**src/rtl/fetch_unit.sv**
```systemverilog
// rtl/fetch_unit.sv - Never8 instruction fetch sequencer with 2-entry prefetch queue (optional FETCH_BYPASS_EN)
module fetch_unit #(
   parameter int                ADDR_W   = 8,
   parameter int                DATA_W   = 8,
   parameter logic [ADDR_W-1:0] RESET_PC = '0
) (
   input  logic              clk,
   input  logic              rst_n,
   output logic [ADDR_W-1:0] mem_addr,
   input  logic [DATA_W-1:0] mem_data,
   input  logic              jump_valid,
   input  logic [ADDR_W-1:0] jump_addr,
   output logic              instr_valid,
   input  logic              instr_ready,
   output logic [DATA_W-1:0] instr_data,
   output logic [ADDR_W-1:0] instr_pc
);

   logic [ADDR_W-1:0] fetch_pc;
   logic              inflight_valid;
   logic [ADDR_W-1:0] inflight_pc;
   logic [DATA_W-1:0] fifo_data [2];
   logic [ADDR_W-1:0] fifo_pc   [2];
   logic [1:0]        count;
   logic              rd_ptr;

   logic              pop;
   logic              fifo_pop;
   logic              push;
   logic              issue;
   logic              bypass;
   logic              wr_ptr;
   logic [2:0]        occupancy;

   // Handshake, issue decision and output muxing; the in-flight fetch reserves a queue slot
   always_comb begin
      bypass = 1'b0;
`ifdef FETCH_BYPASS_EN
      // An empty queue lets a live return go straight to the decoder
      bypass = (count == 2'd0) && inflight_valid && !jump_valid;
`endif
      instr_valid = (count != 2'd0) || bypass;
      instr_data  = bypass ? mem_data    : fifo_data[rd_ptr];
      instr_pc    = bypass ? inflight_pc : fifo_pc[rd_ptr];
      pop         = instr_valid && instr_ready;
      fifo_pop    = pop && (count != 2'd0);
      occupancy   = {1'b0, count} + {2'b0, inflight_valid} - {2'b0, pop};
      issue       = !jump_valid && (occupancy < 3'd2);
      // A return is dropped on a jump, and a bypassed byte that was taken needs no slot
      push        = inflight_valid && !jump_valid && !(bypass && pop);
      wr_ptr      = rd_ptr ^ count[0];
      mem_addr    = fetch_pc;
   end

   // Program counter, in-flight tracking and queue storage; a jump flushes everything in flight
   always_ff @(posedge clk or negedge rst_n) begin
      if (!rst_n) begin
         fetch_pc       <= RESET_PC;
         inflight_valid <= 1'b0;
         inflight_pc    <= '0;
         count          <= 2'd0;
         rd_ptr         <= 1'b0;
         for (int i = 0; i < 2; i++) begin
            fifo_data[i] <= '0;
            fifo_pc[i]   <= '0;
         end
      end else if (jump_valid) begin
         fetch_pc       <= jump_addr;
         inflight_valid <= 1'b0;
         count          <= 2'd0;
      end else begin
         inflight_valid <= issue;
         if (issue) begin
            fetch_pc    <= fetch_pc + 1'b1;
            inflight_pc <= fetch_pc;
         end
         if (push) begin
            fifo_data[wr_ptr] <= mem_data;
            fifo_pc[wr_ptr]   <= inflight_pc;
         end
         rd_ptr <= rd_ptr ^ fifo_pop;
         count  <= count + {1'b0, push} - {1'b0, fifo_pop};
      end
   end

`ifndef SYNTHESIS
   // The issue rule should make queue overflow impossible
   a_no_overflow: assert property (@(posedge clk) disable iff (!rst_n)
      !(push && !fifo_pop && !jump_valid && count == 2'd2));
   a_count_range: assert property (@(posedge clk) disable iff (!rst_n) count <= 2'd2);
`endif

endmodule

```
**config.mk**
```make
export PLATFORM = sky130hd
export DESIGN_NAME = fetch_unit
export DESIGN_NICKNAME = d
export VERILOG_FILES = /design/src/rtl/fetch_unit.sv
export SDC_FILE = /design/constraint.sdc
export NUM_CORES = 1
export LEC_CHECK = 0
export ABC_AREA = 0
export CAP_MARGIN = 40
export CORE_UTILIZATION = 58
export CTS_BUF_LIST = sky130_fd_sc_hd__clkbuf_4
export CTS_CLUSTER_SIZE = 16
export DETAILED_ROUTE_END_ITERATION = 12
export PLACE_DENSITY = 0.87
export SETUP_SLACK_MARGIN = 0.4
export SYNTH_ARGS = -nofsm -noshare
export SYNTH_HDL_FRONTEND = slang
export SYNTH_SLANG_ARGS = --single-unit
```
**constraint.sdc**
```tcl
create_clock -name clk -period 5.45 [get_ports clk]
set_clock_uncertainty 0.15 [all_clocks]
set_input_delay 1.09 -clock clk [delete_from_list [all_inputs] [get_ports clk]]
set_output_delay 1.09 -clock clk [all_outputs]
set_load 0.1 [all_outputs]
```
==> results of run 1 <==
[flip-flops by register name, indices dropped and copies added, names as in the netlist]
| signal | flops |
|---|---|
| fifo_data | 16 |
| fifo_pc | 16 |
| inflight_pc | 8 |
| mem_addr | 8 |
| count | 2 |
| inflight_valid | 1 |
| rd_ptr | 1 |
[cell type report]
cell class                 count  area, sq um  share of cell area [%]
sequential                    52         1300                    39.1
multi-input combinational    116         1060                    31.9
timing repair buffer          70          831                    24.9
tap                           50         62.6                    1.88
clock buffer                   7         52.6                    1.58
inverter                       5         18.8                   0.563
clock inverter                 1         3.75                   0.113
[logic make-up after synthesis]
| kind of cell | after synthesis | synth area share (%) |
|---|---|---|
| buffers and inverters | 13 | 3.33 |
| muxes | 56 | 25.8 |
| AOI/OAI and AO/OA | 16 | 4.25 |
| adders and majority gates | 5 | 2.87 |
| DFF | 52 | 53.3 |
| xor gates and xnor gates | 6 | 2.46 |
| and+or+nand+nor | 33 | 8.04 |
[metrics by stage]
step                hold WS (ns)  std cells  utilization [%]  setup WS [ns]  cell area [sq um]
floorplan                  0.325        181                -           2.18               2440
global placement           0.333        267             71.5           1.71               2880
detailed placement         0.342        293             81.3           1.52               3270
CTS                        0.370        301             82.7           1.77               3330
global route               0.386        301             82.7           1.70               3330
finish                     0.371        301             82.7           1.82               3330
[placed cells by master, fill, tap and decap left out, types with 2 or more instances in the layout]
cell and n:
a31oi_1 7, buf_8 25, clkbuf_4 7, clkdlybuf4s50_1 43
clkinv_1 2, dfrtp_1 52, ha_1 4, inv_1 4
mux2_2 56, nand2_1 5, nand3_1 2, nand4_1 4
nor2_1 8, o21ai_0 3, o31ai_1 4, or3_1 2
or4_1 5, xnor2_1 3, xor2_1 2
[layer usage]
| layer | up-vias | wire length [um] | global-route usage [%] | share of wire (%) |
|---|---|---|---|---|
| met1 | 829 | 2030 | 29.9 | 40 |
| met2 | 63 | 2710 | 44.3 | 54 |
| met4 | 0 | 88 | 10.4 | 1.7 |
| li1 | 793 | - | - | - |
| met3 | 8 | 238 | 5.14 | 4.7 |
| met5 | - | 0 | 0 | 0 |
[worst paths after layout]
check                        startpoint             to  slack, ns  depth (start not counted)
min                        fifo_data[4]   fifo_data[4]       0.37                          1
max                              rd_ptr    instr_pc[2]       1.82                          3
min in group asynchronous         rst_n  fifo_data[15]       0.42                          1
max reg2reg                    count[1]    mem_addr[7]       2.39                          7
min reg2reg                fifo_data[4]   fifo_data[4]       0.37                          1
max in group asynchronous         rst_n    fifo_pc[10]       4.25                          2
==> flow_summary.toml, run 1 <==
[run_status]
status = "complete, no violations"

[critical_path]
critPathKind = "reg -> out"
critical_path_buf_inv_count = 2
cp_cell_sequence = "mux2_2, clkdlybuf4s50_1, buf_8"
crit_path_end_kind = "output port"
critPathTopFamily = "flip-flops"
worstPathRequired_ns = 4.21
arrival_ns = 2.39
critical_path.max_stage_delay_ns = 0.93
start_kind = "flop"
slowest_stage = "dfrtp_1"
crit_fanout = 18

[die]
start_util_pct = 60.7
core_area_sq_mm = 0.00403
placement_rows = 23
die_h_um = 66.9
dieArea_sq_mm = 0.00448
io_pins = 45
die_w_um = 66.9

[sta]
rsz0062_at_grt = "false"
relSlewSlack_pct = 38.4
setup_viol = 0
worst_slew_pin_slew_ns = 0.921
drv_slew = 0
setup_tns_ns = 0
min_period_ns = 3.63
fin_crit_sh_pct = 66.6
final_hold_viol_count = 0
fmax_ghz = 0.275

[synth]
syn_nets = 206
synth_flop_cell = "dfrtp_1"
synth_top_area_cell = "dfrtp_1"
ys_top_cells_by_count = "56 x mux2_2, 52 x dfrtp_1, 8 x nor2_1"
synthDistinctLibCells = 31
synth-edff-count = 0
synthCells = 181
synth.top_cell.area_share_pct = 53.3
ys_top_cells_by_area = "dfrtp_1 53%, mux2_2 26%, ha_1 2.0%"
ys_seq_elements = 52
synth_most_common_cell = "mux2_2"
syn_area_per_cell_sq_um = 13.5
synth_area_sq_mm = 0.00244
ys_seq_area_share_pct = 53.3
async_flop_share_pct = 100
yosysWarnings = 0

[clock_tree]
cts_setup_buffers = 0
cts_hold_buf = 0
clkLatencyLatePin_ns = 0.37
path_clk_slew_ns = 0.13
cts-root-buf = "clkbuf_4"
cts_tree = "done"
ctsResizeCount = 0
cts_buffers = 5
clockBufferDepth = 2
cts.sinks = 52
h-tree-depth = 2

[grt]
grt_pass1_vias = 1779
grt_overflow = 0
track_usage_pct = 25.3
grt_pass1_wl_um = 8100
grt_max_degree = 43
antenna_found_initial = 0

[final_layout]
final_net_count = 275
drive_above_1_share_pct = 38.2
fillers = 211
insertedDiodeCount = 0
area_delta_synth_final_pct = 36.3

[run]
cap_violations = 0

[worst_hold_path]
hp-class = "reg -> reg"

[placement]
port_buffers = 44
dp_hpwl_um = 3740
routabilityCongestion = 0.884

[route]
vias_per_cell = 5.62
drt_iter0_markers = 102
dr_total_vias = 1693
postRouteAntennaNets = 0
wl_per_cell_um = 16.8
first_pass_iters = 5
wirelength_um = 5070
drc = 0
Power of run 1 is not shown: default switching activity piles up to over one toggle a cycle in this logic, so the estimate is an artifact.
==> run 2, diff against run 1 <==
Settings changed: CORE_UTILIZATION 58 to 49, PLACE_DENSITY 0.87 to 0.79.
Clock period 5.45 ns to 3.1 ns, I/O delays scaled along.
==> run 2 against run 1 <==
Register-to-register slack worse by 2.0 ns. Die area increased by 18%. Worst hold slack got worse by 0.25 ns. Sequential share of layout area up 3.3 points.
==> flow_summary.toml, run 2 (synthesis results as in run 1) <==
[final_layout]
fillers = 390
drive_above_1_share_pct = 48.1
final_common_cell = "mux2_2"
reg_top3 = "fifo_data (16), fifo_pc (16)"
final_cell_mix = "56 x mux2_2, 51 x dfrtp_1, 39 x buf_4"
area_delta_synth_final_pct = 25.7
insertedDiodeCount = 0
postLayoutCellArea_sq_mm = 0.00307
final_net_count = 263

[clock_tree]
cts_tree = "done"
cts.sinks = 52
h-tree-depth = 2
clkLatencyLatePin_ns = 0.36
path_clk_slew_ns = 0.15
cts_buffers = 5
clockBufferDepth = 2
cts-root-buf = "clkbuf_4"

[placement]
dp_hpwl_um = 3000
post_dp_cell_area_sq_mm = 0.00293
port_buffers = 44
routabilityCongestion = 0.781

[critical_path]
worstPathRequired_ns = 3.25
arrival_ns = 2.82
critical_path.max_stage_delay_ns = 0.59
crit_fanout = 5
crit_path_end_kind = "flop"
critPathKind = "reg -> reg"
critPathTopFamily = "adder cells"
critical_path_buf_inv_count = 0
cp_cell_sequence = "o21a_1, ha_1, nand2b_4, fa_2, nand4_1, or4_1, a31oi_1"
start_kind = "flop"
slowest_stage = "fa_2"

[grt]
track_usage_pct = 18.5
grt_max_degree = 32
grt-busiest-layer = "met2"
grt_overflow = 0
global_route.usage.met1_pct = 24.1
grtUsageMet2_pct = 31.9
grt_pass1_vias = 1557
grt_pass1_wl_um = 7410
met3_usage_pct = 3.04
antenna_found_initial = 0

[sta]
final_hold_viol_count = 0
fmax_ghz = 0.374
fin_crit_sh_pct = 86.3
hold_ws_ns = 0.119
setup_viol = 0
worst_slew_pin_slew_ns = 0.673
relSlewSlack_pct = 55.1
min_period_ns = 2.68
drv_slew = 0
rsz0062_at_grt = "true"

[die]
placement_rows = 25
core_area_sq_mm = 0.00475
dieArea_sq_mm = 0.00527
io_pins = 45
die_h_um = 72.6
start_util_pct = 51.4
die_w_um = 72.6

[route]
postRouteAntennaNets = 0
wl_per_cell_um = 14.6
vias_per_cell = 5.34
wirelength_um = 4470
drt_iter0_markers = 71
dr_total_vias = 1634
drc = 0
first_pass_iters = 4

[worst_hold_path]
hp-class = "in -> async"

[run]
cap_violations = 0

[run_status]
status = "complete, no violations"
[run 2: what timing repair did]
action                     4_1_cts  5_1_grt
gates cloned                     0        0
setup buffers                    3        0
pin swaps                        6        3
setup endpoints to repair       16        5
resized for setup                4        1
hold endpoints to repair         0        0
hold buffers                     0        0
[run 2: layer usage]
layer  part of all wire [%]  routed length [um]  up-vias
li1                       -                   -      769
met1                     46                2060      812
met2                     48                2170       46
met3                    4.4                 197        7
met4                    1.0                  46        0
met5                      0                   0        -
[run 2: layout make-up]
class / count / area [sq um] / area share (%)
Inverter: 5 / 18.8 / 0.611
Clock inverter: 3 / 68.8 / 2.24
Multi-Input combinational cell: 116 / 1080 / 35.3
Clock buffer: 5 / 37.5 / 1.22
Tap cell: 67 / 83.8 / 2.73
Timing Repair Buffer: 58 / 477 / 15.5
Sequential cell: 52 / 1300 / 42.4
[run 2: final timing paths]
path	from	to	slack, ns	cells after the start
min in group clk	fifo_pc[5]	fifo_pc[5]	0.37	1
setup reg to reg	count[0]	mem_addr[6]	0.42	7
hold reg to reg	fifo_pc[5]	fifo_pc[5]	0.37	1
max in group asynchronous	rst_n	fifo_data[11]	2.07	2
setup / recovery	count[0]	mem_addr[6]	0.42	7
hold / removal	rst_n	fifo_data[7]	0.12	1
[run 2: worst reg2reg max path, stage by stage (launching register included)]
cell	delay, ns
dfrtp_2	0.44
o21a_1	0.19
ha_1	0.29
nand2b_4	0.14
fa_2	0.59
nand4_1	0.20
or4_1	0.45
a31oi_1	0.18
[run 2: stage by stage]
step	setup slack, ns	cells	TNS [ns]	utilization (%)
6_report	0.425	306	0	64.6
5_1_grt	0.314	306	0	64.6
4_1_cts	0.405	306	0	64.5
3_5_place_dp	-0.255	295	-2.08	61.6
3_3_place_gp	-0.158	295	-1.36	61.6
2_1_floorplan	0.401	181	0	-
Power of run 2 is left out for the same reason.
